===== src/rtl/mac_pkg.sv =====
// ---------------------------------------------------------------------------
// mac_pkg
// Shared definitions for the MAC sequencer slice.
//   - mac_state_t : sequencer FSM state encoding
//   - *_DEF       : default datapath widths and vector length
//   - clamp_len   : helper that limits a requested pair count to the buffer depth
// ---------------------------------------------------------------------------
package mac_pkg;

    localparam int DATA_W_DEF  = 8;   // signed weight / input width
    localparam int PSUM_W_DEF  = 16;  // signed bias / partial-sum width
    localparam int ACC_W_DEF   = 32;  // signed accumulator / result width
    localparam int VEC_LEN_DEF = 8;   // operand buffer depth

    typedef enum logic [2:0] {
        IDLE    = 3'd0,
        CLEAR   = 3'd1,
        RUN     = 3'd2,
        BIAS    = 3'd3,
        CAPTURE = 3'd4,
        DONE    = 3'd5
    } mac_state_t;

    // Limit a requested pair count to the number of buffer entries.
    function automatic int unsigned clamp_len(input int unsigned req,
                                              input int unsigned depth);
        return (req > depth) ? depth : req;
    endfunction

endpackage


===== src/rtl/mac_sat.sv =====
// ---------------------------------------------------------------------------
// mac_sat
// Combinational signed saturator: clips an ACC_W-bit two's-complement value
// to the signed PSUM_W range and sign-extends the clipped value back to ACC_W.
// Only instantiated by mac_sequencer when MAC_SEQ_SAT_EN is defined.
//
// Ports:
//   acc     in  ACC_W  value to be saturated
//   sat     out ACC_W  saturated, sign-extended value
//   clipped out 1      high when acc lies outside the PSUM_W range
// ---------------------------------------------------------------------------
module mac_sat
    import mac_pkg::*;
#(
    parameter int ACC_W  = ACC_W_DEF,
    parameter int PSUM_W = PSUM_W_DEF
) (
    input  logic [ACC_W-1:0] acc,
    output logic [ACC_W-1:0] sat,
    output logic             clipped
);

    localparam int EXT_W = ACC_W - PSUM_W;

    localparam logic [ACC_W-1:0] SAT_MAX = {{(EXT_W+1){1'b0}}, {(PSUM_W-1){1'b1}}};
    localparam logic [ACC_W-1:0] SAT_MIN = {{(EXT_W+1){1'b1}}, {(PSUM_W-1){1'b0}}};

    // The value fits in PSUM_W bits exactly when every bit above the PSUM_W
    // sign bit repeats that sign bit.
    logic [EXT_W-1:0] ext_agree;

    generate
        for (genvar gi = 0; gi < EXT_W; gi++) begin : g_agree
            assign ext_agree[gi] = (acc[PSUM_W+gi] == acc[PSUM_W-1]);
        end
    endgenerate

    assign clipped = ~(&ext_agree);

    // Direction of clipping follows the true (ACC_W) sign.
    assign sat = !clipped        ? acc     :
                 acc[ACC_W-1]    ? SAT_MIN : SAT_MAX;

endmodule


===== src/rtl/mac_sequencer.sv =====
// ---------------------------------------------------------------------------
// mac_sequencer
// Sequences the shared mac_unit datapath for one dot product plus bias:
// clear accumulator, stream len weight/input pairs out of the operand
// buffers, add the bias, capture the result and pulse done.
//
// Optional feature: define MAC_SEQ_SAT_EN to saturate the captured result to
// the signed PSUM_W range and report clipping on overflow. Without it the
// result is mac_acc unmodified and overflow is tied low.
//
// Ports:
//   clk          in   system clock (CLOCK_50 at top level)
//   rst          in   asynchronous active-high reset
//   start        in   begin a run (sampled only in IDLE)
//   len          in   pair count, latched and clamped to VEC_LEN at start
//   bias         in   signed bias, latched at start
//   busy         out  high in every state except IDLE
//   done         out  one-cycle pulse after result has been updated
//   result       out  signed result, held until the next capture
//   overflow     out  saturation flag
//   rd_en        out  operand buffer read strobe
//   rd_addr      out  operand buffer address
//   w_rdata      in   weight read data (one cycle after rd_en)
//   x_rdata      in   input read data (one cycle after rd_en)
//   mac_clear    out  zero the accumulator
//   mac_acc_en   out  accumulate mac_w*mac_x
//   mac_bias_en  out  accumulate mac_psum
//   mac_w        out  weight to the MAC (wire from w_rdata)
//   mac_x        out  input to the MAC (wire from x_rdata)
//   mac_psum     out  latched bias to the MAC
//   mac_acc      in   accumulator value
// ---------------------------------------------------------------------------
module mac_sequencer
    import mac_pkg::*;
#(
    parameter int VEC_LEN = VEC_LEN_DEF,
    parameter int DATA_W  = DATA_W_DEF,
    parameter int PSUM_W  = PSUM_W_DEF,
    parameter int ACC_W   = ACC_W_DEF,
    parameter int ADDR_W  = $clog2(VEC_LEN)
) (
    input  logic              clk,
    input  logic              rst,
    input  logic              start,
    input  logic [ADDR_W:0]   len,
    input  logic [PSUM_W-1:0] bias,
    output logic              busy,
    output logic              done,
    output logic [ACC_W-1:0]  result,
    output logic              overflow,
    output logic              rd_en,
    output logic [ADDR_W-1:0] rd_addr,
    input  logic [DATA_W-1:0] w_rdata,
    input  logic [DATA_W-1:0] x_rdata,
    output logic              mac_clear,
    output logic              mac_acc_en,
    output logic              mac_bias_en,
    output logic [DATA_W-1:0] mac_w,
    output logic [DATA_W-1:0] mac_x,
    output logic [PSUM_W-1:0] mac_psum,
    input  logic [ACC_W-1:0]  mac_acc
);

    localparam logic [ADDR_W:0] VEC_LEN_L = (ADDR_W+1)'(clamp_len(VEC_LEN, VEC_LEN));

    mac_state_t        state_reg, state_next;
    logic [ADDR_W:0]   len_reg;
    logic [PSUM_W-1:0] bias_reg;
    logic [ADDR_W-1:0] cnt_reg, cnt_next;
    logic [ACC_W-1:0]  result_reg;
    logic              overflow_reg;

    logic [ADDR_W:0]   len_clamped;
    logic [ADDR_W:0]   len_last;
    logic              run_last;

    logic [ACC_W-1:0]  capture_value;
    logic              capture_ovf;

    // Clamp before latching so rd_addr can never leave the buffer.
    assign len_clamped = (len > VEC_LEN_L) ? VEC_LEN_L : len;

    // Only meaningful in RUN, where len_reg is at least 1.
    assign len_last = len_reg - (ADDR_W+1)'(1);
    assign run_last = ({1'b0, cnt_reg} == len_last);

    // -----------------------------------------------------------------------
    // Result path: optional saturation of the accumulator at capture time
    // -----------------------------------------------------------------------
`ifdef MAC_SEQ_SAT_EN
    logic [ACC_W-1:0] sat_value;
    logic             sat_clip;

    mac_sat #(
        .ACC_W  (ACC_W),
        .PSUM_W (PSUM_W)
    ) u_mac_sat (
        .acc     (mac_acc),
        .sat     (sat_value),
        .clipped (sat_clip)
    );

    assign capture_value = sat_value;
    assign capture_ovf   = sat_clip;
`else
    assign capture_value = mac_acc;
    assign capture_ovf   = 1'b0;
`endif

    // -----------------------------------------------------------------------
    // State and datapath registers
    // -----------------------------------------------------------------------
    always_ff @(posedge clk or posedge rst) begin
        if (rst) begin
            state_reg    <= IDLE;
            len_reg      <= '0;
            bias_reg     <= '0;
            cnt_reg      <= '0;
            result_reg   <= '0;
            overflow_reg <= 1'b0;
        end else begin
            state_reg <= state_next;
            cnt_reg   <= cnt_next;

            if (state_reg == IDLE && start) begin
                len_reg  <= len_clamped;
                bias_reg <= bias;
            end

            if (state_reg == CAPTURE) begin
                result_reg   <= capture_value;
                overflow_reg <= capture_ovf;
            end
        end
    end

    // -----------------------------------------------------------------------
    // Next state and per-state strobes
    // -----------------------------------------------------------------------
    always_comb begin
        state_next  = state_reg;
        cnt_next    = cnt_reg;
        rd_en       = 1'b0;
        rd_addr     = '0;
        mac_clear   = 1'b0;
        mac_acc_en  = 1'b0;
        mac_bias_en = 1'b0;

        case (state_reg)
            IDLE: begin
                if (start) begin
                    state_next = CLEAR;
                end
            end

            CLEAR: begin
                mac_clear = 1'b1;
                cnt_next  = '0;
                // Prefetch entry 0 so its data is ready in the first RUN cycle.
                if (len_reg != '0) begin
                    rd_en      = 1'b1;
                    rd_addr    = '0;
                    state_next = RUN;
                end else begin
                    state_next = BIAS;
                end
            end

            RUN: begin
                // Accumulate data fetched last cycle while fetching the next
                // entry; the final RUN cycle only consumes.
                mac_acc_en = 1'b1;
                if (run_last) begin
                    state_next = BIAS;
                end else begin
                    rd_en    = 1'b1;
                    rd_addr  = cnt_reg + ADDR_W'(1);
                    cnt_next = cnt_reg + ADDR_W'(1);
                end
            end

            BIAS: begin
                mac_bias_en = 1'b1;
                state_next  = CAPTURE;
            end

            CAPTURE: begin
                state_next = DONE;
            end

            DONE: begin
                state_next = IDLE;
            end

            default: begin
                state_next = IDLE;
            end
        endcase
    end

    assign busy     = (state_reg != IDLE);
    assign done     = (state_reg == DONE);
    assign result   = result_reg;
    assign overflow = overflow_reg;
    assign mac_w    = w_rdata;
    assign mac_x    = x_rdata;
    assign mac_psum = bias_reg;

endmodule


===== config.mk =====
export PLATFORM = sky130hd
export DESIGN_NAME = mac_sequencer
export DESIGN_NICKNAME = d
export VERILOG_FILES = /design/src/rtl/mac_pkg.sv /design/src/rtl/mac_sat.sv /design/src/rtl/mac_sequencer.sv
export SDC_FILE = /design/constraint.sdc
export NUM_CORES = 1
export LEC_CHECK = 0
export CORE_MARGIN = 2
export CORE_UTILIZATION = 24
export DETAILED_ROUTE_END_ITERATION = 10
export DONT_BUFFER_PORTS = 1
export GPL_TIMING_DRIVEN = 0
export PLACE_DENSITY = 0.42
export SLEW_MARGIN = 40
export SYNTH_ARGS = -nofsm -noshare
export SYNTH_HDL_FRONTEND = slang
export SYNTH_SLANG_ARGS = --single-unit
export TNS_END_PERCENT = 100

===== constraint.sdc =====
create_clock -name clk -period 1.8 [get_ports clk]
set_clock_uncertainty 0.15 [all_clocks]
set_input_delay 0.36 -clock clk [delete_from_list [all_inputs] [get_ports clk]]
set_output_delay 0.36 -clock clk [all_outputs]
set_load 0.05 [all_outputs]

# Word-level counts from Yosys, hierarchy flattened
# Cells that the tools add are included.
# Widths: inputs -> output; s select.
[totals] reg_bits=58 input_bits=71 output_inout_bits=74 word_cells=39
[classes] add_sub_neg=2 magnitude_cmp=1 eq_ne=9 mux=15 n_reduce_logical=7
[ops] operator="$mux 3" count=5
[ops] operator="$pmux 3 s5" count=1
[ops] operator="$eq 3x2->1 const B" count=2
[ops] operator="$eq 3x3->1 const B" count=2
[ops] operator="$mux 1" count=6
[ops] operator="$ne 2x2->1 const B" count=3
[ops] operator="$pmux 3 s2" count=1
[ops] operator="$eq 3x4->1" count=1
[ops] operator="$gt 4x4->1 const B" count=1
[ops] operator="$mux 4" count=1
[ops] operator="$reduce_and 2->1" count=2
[ops] operator="$reduce_bool 4->1" count=1
[ops] operator="$sub 4x1->4 const B" count=1
[ops] operator="$add 3x1->3 const B" count=1
[ops] operator="$eq 3x1->1 const B" count=1
[ops] operator="$logic_not 3->1" count=1
[ops] operator="$reduce_bool 3->1" count=1
[ops] operator="$pmux 1 s2" count=1
[ops] operator="$reduce_bool 2->1" count=1
[ops] operator="$logic_and 1x1->1" count=1

# Logic depth before layout (Yosys ltp)
[depth] ltp_word=4 mapped_depth=7 depth_no_buf=7

# Worst setup path after synthesis
# Ideal clock, no wire load.
[synth_timing] kind="register to output" start="register len_reg[0]" end="output port rd_addr[2]" arrival_ns=1.906 required_time_ns=1.290 setup_slack_ns=-0.616 stages_incl_launch_ff=7 n_path_buf=0 path_cell_list="dfrtp_1 inv_1 ha_1 xor2_1 a41oi_2 o211ai_1 nor2_1"
[synth_via] elab_chain_cells=4
[synth_rtl] element="start: declaration" line_no="mac_sequencer.sv:67" text="logic [ADDR_W:0] len_reg;"
[synth_rtl] element="start signal: assignment" line_no="mac_sequencer.sv:126" text="len_reg <= len_clamped;"
[synth_rtl] element="$sub 4x1->4" line_no="mac_sequencer.sv:84" text="assign len_last = len_reg - (ADDR_W+1)'(1);"
[synth_rtl] element="$eq 3x4->1" line_no="mac_sequencer.sv:85" text="assign run_last = ({1'b0, cnt_reg} == len_last);"
[synth_rtl] element="$mux 3" line_no="mac_sequencer.sv:173" text="if (run_last) begin"
[synth_rtl] element="$mux 3"
[synth_rtl] element="end: declaration" line_no="mac_sequencer.sv:52" text="output logic [ADDR_W-1:0] rd_addr,"
# Every way passes these cells.

# Worst setup path in the final report
[layout_timing] start="register state_reg[2]" end="output port rd_addr[2]"
[layout_via] elab_chain_cells=2
[layout_rtl] element="start: declaration" line_no="mac_sequencer.sv:66" text="mac_state_t state_reg, state_next;"
[layout_rtl] element="start signal: assignment" line_no="mac_sequencer.sv:122" text="state_reg <= state_next;"
[layout_rtl] element="$eq 3x2->1" line_no="mac_sequencer.sv:149" text="case (state_reg)"
[layout_rtl] element="$mux 3"
# Every way passes these cells.

==> qor.log <==
[status] status complete, but fails checks
[status] failing checks setup timing
[place] worst setup slack after placement -0.595 ns
[synth] average cell area after synthesis 13.8 um2
[synth] Post-Synthesis Cells 183
[worst_setup_path] R2R depth 6
[timing] period utilization 135%
[run] max-cap violations 0
[drt] detailed-route wire length per cell 15.4 um
[worst_setup_path] Setup CP Type reg2out
[synth] syn_nets 257
[final_layout] number of flip-flops in the largest register 32
[final_layout] area added between synthesis and finish 56.3%
[timing] post-route minimum period 2.43 ns
[cts] number of clock sinks 58
[floorplanning] area enclosed by the die boundary 11400 um2
[worst_setup_path] master of the slowest instance on the critical path or3b_4
[final_layout] share of final-layout standard cells stronger than drive strength 1 50.7%
[timing] Final Hold Violating Endpoints 0
[final_layout] number of nets in the layout 342
[timing] hold_ws 0.0255 ns
[min_path] type of the tightest min-delay check in2reg
[power] reported net switching power 4.42 mW
[power] Power Density 2250 nW/um2
[power] Final Total Pwr 8.92 mW
[grt] antenna violations before repair 0
[power] Reg power frac 49.5%
[cts] cell at the root of the clock tree clkbuf_8
[place] final weighted congestion of routability-driven global placement 0.637
[grt] pin count of the biggest net entering global routing 22
[power] Switching Share 49.6%
[power] worst vdd ir 915 uV
[worst_setup_path] total buffers and inverters traversed by the critical path 1
[grt] overflow left after global routing 0
[drt] number of design rule violations left after detail routing 0
[drt] number of routed nets with antenna violations 0
[final_layout] core utilization of the finished layout 38.5%
[synth] post-synthesis cell type count 32
[drt] number of vias per cell 4.26
[floorplanning] Std-Cell Core Area 10300 um2
[worst_setup_path] data required time of the worst path 1.29 ns
[timing] setup repair after global routing missed its margin true
[power] leakage dissipation 1.77 nW
[power] internal power consumption 4.49 mW
[floorplanning] cell row count 37
[floorplanning] die width 107 um
[synth] flop and latch count out of synthesis 58
[drt] Detailed Route WL 6.30 mm
[drt] violation count after the first detailed-route iteration 43
[timing] final number of setup-violating endpoints 32
[floorplanning] starting utilization of the core area 24.6%
[synth] share of the yosys chip area belonging to registers 57.4%
[cts] total clock buffers created by CTS 9
[place] Port-buffer cells 0
[power] clock network fraction of design power 13.3%
[synth] EDFF count, synth 0
[cts] number of buffers on the longest clock path 2
[synth] Synthesis Warnings 0
[worst_setup_path] type of origin of the critical path flop
[synth] share of synthesized flip-flops with an asynchronous set or reset 100%
[timing] Achievable Freq 412 MHz
[cts] clock edge transition at the registers on the reported setup and hold paths 0.07 ns
[grt] via count of the first global-routing pass 1979
[timing] measured slew at the worst slew-check pin 0.507 ns
[cts] source-to-sink clock delay at the later pin of the worst-skew pair 0.34 ns
[timing] Post-Route Setup TNS -6.99 ns
[timing] max-slew violation total from the final report 0
[worst_setup_path] data arrival time of the critical path 1.92 ns
[grt] GRT Resource Usage Total 11.7%
[synth] top post-synthesis cells by area dfrtp_1, mux2_2, buf_4
[place] half-perimeter wire length after placement 3.96 mm
[grt] global-route wire length before repair 10.1 mm
[synth] dominant cell by count in the synthesized netlist dfrtp_1
[synth] flip-flop cell with the highest count after synthesis dfrtp_1
[cts] TritonCTS clock tree done
[timing] worst-case headroom to the max-slew limit 66.2%
[timing] worst path setup slack after routing -0.627 ns
[drt] total vias in the final route 1740
[worst_setup_path] delay contributed by the slowest stage of the critical path 0.42 ns
[worst_setup_path] Worst Path Max Fanout 3
[synth] Yosys top cell area share 57.4%
[worst_setup_path] CP delay by family, top simple AND/OR/NAND/NOR gates
[power] share of power burned in combinational logic 37.3%
[worst_setup_path] ordered list of cells on the worst path or3b_4 -> a41oi_2 -> o211ai_1 -> buf_4 -> nor2_4
[worst_setup_path] kind of capture point of the worst setup path output port
[synth] cell accounting for the most synthesized area dfrtp_1
[cts] H-Tree Level Count 3
[synth] commonest cells in the synthesized netlist dfrtp_1, mux2_2, buf_4, inv_1, nor2_1
[min_path] Worst Hold Path Cells 1
[final_layout] ant diodes 0
[worst_setup_path] Levels on crit path 5
[floorplanning] number of ports placed on the die boundary 145
[floorplanning] Die H 107 um
[drt] number of iterations in the first detailed-routing pass 4
[synth] netlist area before placement 2530 um2
==> placed cells by master (no fill, tap or decap), drive strengths merged, types with 2 or more instances in the layout <==
master,synthesis,routed
dfrtp,58,58
mux2,49,49
buf,22,49
dlygate4sd3,0,47
clkbuf,0,12
nor2,7,7
nand2,4,4
inv,6,4
a21o,3,3
nand3b,3,3
o21ai,3,3
ha,3,3
and2,2,2
or2,2,2
o211ai,2,2
clkinvlp,0,2
clkinv,0,2
nor2b,2,2
xor2,2,2
xnor2,2,2
==> per-layer routing <==
layer  GRT usage [%]  routed length, um
met2            18.3               3030
met4            5.01                115
met1            13.8               2550
met5               0                  0
met3            5.65                608
==> worst paths after layout <==
path / from / end / slack, ns
setup / recovery: state_reg[2]$_DFFE_PP0P_ / rd_addr[2] / -0.63
hold / removal: bias[15] / mac_psum[15]$_DFFE_PP0P_ / 0.03
setup reg to reg: state_reg[0]$_DFFE_PP0P_ / mac_psum[13]$_DFFE_PP0P_ / -0.23
hold reg to reg: len_reg[3]$_DFFE_PP0P_ / len_reg[3]$_DFFE_PP0P_ / 0.42
max in group asynchronous: rst / state_reg[0]$_DFFE_PP0P_ / 0.71
min in group asynchronous: rst / result[22]$_DFFE_PP0P_ / 0.28
==> what timing repair did <==
item                                   CTS  global route
pin swaps                               10             5
setup endpoints to repair               61            64
cloned                                   3             0
resized for setup                       55            11
hold buffers                            43             4
endpoints found under the hold margin   85             4
setup buffers                           21             6
==> power groups by stage <==
stage,Sequential (mW),Clock (mW),Combinational [mW]
2_1_floorplan,4.29,0,2.07
3_3_place_gp,4.48,0,2.29
3_5_place_dp,4.46,0,2.35
4_1_cts,4.41,1.24,3.25
5_1_grt,4.51,1.30,3.57
6_report,4.41,1.18,3.32
==> cells by family after synthesis <==
group	synth area share, %
compound gates	3.76
buf+inv	7.12
simple gates	6.92
flops	57.4
mux	21.8
xor+xnor	1.39
other cells	0.148
fa+ha+maj	1.48
==> layout make-up <==
cell class	count	area [um2]
sequential	58	1460
timing repair buffer	76	822
buffer	20	174
inverter	6	30.0
tap	136	170
clock inverter	3	40.0
multi-input combinational	97	1120
clock buffer	12	145
fill	994	6320
==> per-stage QoR <==
step                      std cells  instance area (um2)
final                           408                 3960
after global routing            408                 3960
after CTS                       404                 3900
after detailed placement        322                 2900
after global placement          319                 2820
after floorplan                 183                 2650
(Power assumes the default switching activity.)
